File: src/rtl/pu_msp430_pwm_pkg.sv
// Shared types and default widths for the double-buffered 16-bit PWM block.
package pu_msp430_pwm_pkg;

    typedef enum logic [1:0] {
        IDLE = 2'd0,
        LOAD = 2'd1,
        RUN  = 2'd2
    } pwm_state_t;

    localparam int CNT_WD_DEF   = 16;
    localparam int PRESC_WD_DEF = 8;

endpackage

File: src/rtl/pu_msp430_pwm_prescaler.sv
// Clock prescaler: emits one tick every presc+1 cycles while not cleared.
// presc is compared live, so a new divider takes effect on the next match.
module pu_msp430_pwm_prescaler
    import pu_msp430_pwm_pkg::*;
#(
    parameter int PRESC_WD = PRESC_WD_DEF
) (
    input  logic                mclk,
    input  logic                puc_rst,
    input  logic                clr,
    input  logic [PRESC_WD-1:0] presc,
    output logic                tick
);

    logic [PRESC_WD-1:0] pcnt;

    // A tick is only meaningful while the prescaler is running.
    assign tick = ~clr & (pcnt == presc);

    // Divider counter: restarts on reset/clear and after every match.
    always_ff @(posedge mclk) begin
        if (puc_rst || clr) begin
            pcnt <= '0;
        end else if (pcnt == presc) begin
            pcnt <= '0;
        end else begin
            pcnt <= pcnt + PRESC_WD'(1);
        end
    end

endmodule

File: src/rtl/pu_msp430_pwm16.sv
// Double-buffered PWM generator driven by the 16-bit template peripheral.
// Period/duty are captured into shadow registers at start-up and at every
// period wrap, so software writes never cut a pulse short.
module pu_msp430_pwm16
    import pu_msp430_pwm_pkg::*;
#(
    parameter int CNT_WD   = CNT_WD_DEF,
    parameter int PRESC_WD = PRESC_WD_DEF
) (
    input  logic                mclk,
    input  logic                puc_rst,
    input  logic                pwm_en,
    input  logic [CNT_WD-1:0]   period_16b,
    input  logic [CNT_WD-1:0]   duty_16b,
    input  logic [PRESC_WD-1:0] presc,
    input  logic                irq_ack,
    output logic                pwm_out,
    output logic                pwm_irq,
    output logic                pwm_ovf,
    output logic [CNT_WD-1:0]   cnt_val
);

    pwm_state_t        state;
    pwm_state_t        state_nxt;
    logic [CNT_WD-1:0] cnt;
    logic [CNT_WD-1:0] shadow_period;
    logic [CNT_WD-1:0] shadow_duty;
    logic              run_en;
    logic              presc_clr;
    logic              tick;
    logic              wrap;

    // Counting happens only in RUN with the enable still high; anything
    // else holds the prescaler (and the counter) at zero.
    assign run_en    = (state == RUN) && pwm_en;
    assign presc_clr = ~run_en;
    assign wrap      = tick && (cnt == shadow_period);
    assign cnt_val   = cnt;

    pu_msp430_pwm_prescaler #(
        .PRESC_WD (PRESC_WD)
    ) u_presc (
        .mclk    (mclk),
        .puc_rst (puc_rst),
        .clr     (presc_clr),
        .presc   (presc),
        .tick    (tick)
    );

    // FSM state register.
    always_ff @(posedge mclk) begin
        if (puc_rst) begin
            state <= IDLE;
        end else begin
            state <= state_nxt;
        end
    end

    // FSM next-state: enable starts via a one-cycle LOAD, dropping it stops.
    always_comb begin
        state_nxt = state;
        case (state)
            IDLE:    if (pwm_en) state_nxt = LOAD;
            LOAD:    state_nxt = pwm_en ? RUN : IDLE;
            RUN:     if (!pwm_en) state_nxt = IDLE;
            default: state_nxt = IDLE;
        endcase
    end

    // Period counter and shadow registers; shadows reload only at LOAD or wrap.
    always_ff @(posedge mclk) begin
        if (puc_rst) begin
            cnt           <= '0;
            shadow_period <= '0;
            shadow_duty   <= '0;
        end else if ((state == LOAD) && pwm_en) begin
            cnt           <= '0;
            shadow_period <= period_16b;
            shadow_duty   <= duty_16b;
        end else if (!run_en) begin
            cnt <= '0;
        end else if (wrap) begin
            cnt           <= '0;
            shadow_period <= period_16b;
            shadow_duty   <= duty_16b;
        end else if (tick) begin
            cnt <= cnt + CNT_WD'(1);
        end
    end

    // Registered output compare; lags the counter by one cycle.
    always_ff @(posedge mclk) begin
        if (puc_rst) begin
            pwm_out <= 1'b0;
        end else begin
            pwm_out <= (state == RUN) && (cnt < shadow_duty);
        end
    end

    // Sticky interrupt/overrun flags; a wrap beats a coincident acknowledge.
    always_ff @(posedge mclk) begin
        if (puc_rst) begin
            pwm_irq <= 1'b0;
            pwm_ovf <= 1'b0;
        end else if (wrap) begin
            pwm_irq <= 1'b1;
            if (!irq_ack) begin
                pwm_ovf <= pwm_ovf | pwm_irq;
            end
        end else if (irq_ack) begin
            pwm_irq <= 1'b0;
            pwm_ovf <= 1'b0;
        end
    end

endmodule

File: config.mk
export PLATFORM = sky130hd
export DESIGN_NAME = pu_msp430_pwm16
export DESIGN_NICKNAME = d
export VERILOG_FILES = /design/src/rtl/pu_msp430_pwm_pkg.sv /design/src/rtl/pu_msp430_pwm_prescaler.sv /design/src/rtl/pu_msp430_pwm16.sv
export SDC_FILE = /design/constraint.sdc
export NUM_CORES = 1
export LEC_CHECK = 0
export ABC_AREA = 1
export BUFFER_PORTS_ARGS = -buffer_cell sky130_fd_sc_hd__buf_2
export CAP_MARGIN = 40
export CORE_MARGIN = 2
export CORE_UTILIZATION = 50
export CTS_CLUSTER_SIZE = 10
export DETAILED_ROUTE_END_ITERATION = 12
export PLACE_DENSITY = 0.83
export SYNTH_ARGS = -nofsm -noshare
export SYNTH_HDL_FRONTEND = slang
export SYNTH_SLANG_ARGS = --single-unit
File: constraint.sdc
create_clock -name mclk -period 2.06 [get_ports mclk]
set_input_delay 0.412 -clock mclk [delete_from_list [all_inputs] [get_ports mclk]]
set_output_delay 0.412 -clock mclk [all_outputs]
set_load 0.05 [all_outputs]
==> flow_metrics.tcl <==
set metrics [dict create \
    dp_hpwl_um 6569 \
    max_freq_mhz 553.1 \
    cts_buffers 9 \
    path_clk_slew_ps 70 \
    wire_per_inst_um 12.39 \
    synth_fp_nets 611 \
    fin_hold_ws_ps 266.2 \
    route.detailed.drc 0 \
    start_util_pct 51.21 \
    coreArea_mm2 0.007176 \
    mostFrequentLayoutCells "135 x nand2_1, 79 x inv_1, 79 x nor2_1" \
    netlist_area_mm2 0.003675 \
    cp_data_required_time_ps 2290 \
    cts_max_level 3 \
    cts_setup_buffers 0 \
    synth.avg_cell_area_um2 6.694 \
    synth_warnings 0 \
    setup_viol 0 \
    ctsHoldBuffers 0 \
    status "complete, no violations" \
    final_nets 676 \
    synth_edf_count 0 \
    timing.final.crit_period_ps 1808 \
    hold_viol 0 \
    cts_max_path_buffers 2 \
    netlist_instances 549 \
    ant_nets 0 \
    clk_latency_ps 350 \
    worstMarginPinSlew_ps 409.0 \
    rsz0062_at_grt "no" \
    syn_to_final_growth_pct 18.59 \
    power_density_mw_per_mm2 611.7 \
    peakVddDrop_uv 370.0 \
    synthDistinctLibCells 25 \
    ys_seq_area_share_pct 33.23 \
    grt_pass1_wl_um 14860 \
    final_common_cell "nand2_1" \
    cp-start-kind "flip-flop" \
    grt_pass1_vias 3343 \
    setup_tns_ps 0 \
    overflow 0 \
    cp_data_arrival_time_ps 2040 \
    worstPathMaxFanout 25 \
    drv_slew 0 \
    port_buffers 62 \
    clkSinkCount 61 \
    finalCritPeriodShare_pct 87.76 \
    clockRootBuffer "clkbuf_8" \
    drt_first_pass_iters 5 \
    relSlewSlack_pct 72.52 \
    cap_violations 0 \
    leakage_uw 0.002087 \
    synth_top_flop_cell "dfxtp_1" \
    fp-row-count 31 \
    drt-total-wl_um 8897 \
    clock-skew-final_ps 9.117 \
    drt_iter0_markers 247 \
    die_area_mm2 0.008051 \
    grt.total_usage_pct 22.59 \
    die_h_um 89.73 \
    min_path_type "input port to flip-flop" \
    antenna_cells 0 \
    crit_type "flip-flop to flip-flop" \
    vias 3586 \
    async_reset_ff_share_pct 0 \
    grt_max_degree 44 \
    die_w_um 89.73 \
    finalWeightedCongestion 0.9164 \
    worstSetupEndpointType "flip-flop" \
    ios 63 \
    drive_above_1_share_pct 22.13 \
    cts_tree "built" \
    grt_antenna_before_repair 0 \
    ys_seq_elements 61 \
    viasPerCell 4.994 \
]
-- repair_timing --
action	in CTS	in global routing
setup endpoints to repair	0	7
resized for setup	0	1
endpoints found under the hold margin	0	0
-- cells in the mapped netlist, drive strengths merged (5+ instances only) --
cell type	n	area, um2
buf	17	105.1
o21ai	16	80.08
nand4	5	37.53
ha	18	225.2
inv	80	300.3
dfxtp	61	1221
nor2	80	307.8
xor2	10	87.58
nor3	11	55.05
a21oi	43	320.3
xnor2	16	140.1
nand2	136	513.0
nand3	48	240.2
-- through the flow --
stage | power (uW) | utilization, % | area, um2 | cells | worst slack [ps]
2_1_floorplan | 1437 | - | 3694 | 549 | 7.485
3_3_place_gp | 1525 | 57.73 | 4143 | 702 | 255.7
3_5_place_dp | 1534 | 57.73 | 4143 | 702 | 161.6
4_1_cts | 2673 | 60.61 | 4349 | 718 | 159.3
5_1_grt | 2761 | 60.73 | 4358 | 718 | 71.94
6_report | 2666 | 60.73 | 4358 | 718 | 252.1
-- cell type report --
class | count | area [um2]
clock buffers | 11 | 131.4
flip-flops and latches | 61 | 1240
inverters | 81 | 304.0
fillers | 669 | 2818
clock inverters | 5 | 75.07
well taps | 99 | 123.9
repair buffers | 75 | 432.9
multi-input cells | 386 | 2051
-- registers in the layout (all words and copies together) (netlist names) --
name / flops
cnt_val: 16
shadow_duty: 16
shadow_period: 16
u_presc.pcnt: 8
state: 2
pwm_irq: 1
pwm_out: 1
pwm_ovf: 1
-- final timing paths --
path                         from    endpoint  slack [ps]  cells past startpoint
hold reg to reg           pwm_ovf     pwm_ovf         480                      2
setup / recovery  u_presc.pcnt[4]  cnt_val[9]         250                     13
setup reg to reg  u_presc.pcnt[4]  cnt_val[9]         250                     13
hold / removal            puc_rst     pwm_out         270                      2
-- critical path, cell delays in order, from the launching register on --
cell     delay, ps
dfxtp_1        370
inv_1          100
nand2_1         60
nand2_1         60
nand2_1         50
nor2_1         130
nand2_1        120
nor2_4         120
buf_4          260
inv_1          160
nand2_1        100
nand2_1         60
inv_1           60
nor2_1          40
-- power breakdown --
group / switching (uW) / internal (uW)
combinational: 157 / 119
clock: 480 / 676
sequential: 18.0 / 1220
-- logic make-up after synthesis --
family,synth area share (%)
AND/OR/NAND/NOR,31.80
buffers and inverters,11.54
flip-flops,33.23
adder cells (fa/ha/maj),6.129
AO/OA/AOI/OAI,11.10
XOR/XNOR,6.197
-- per-layer routing --
layer	routed length [um]	part of all wire [%]	track usage (%)
met5	0	0	0
met1	3912	44	28.48
met2	4211	47	37.82
met4	175	2.0	8.333
met3	597	6.7	5.281
No activity file was read; power rests on OpenSTA's default activity.
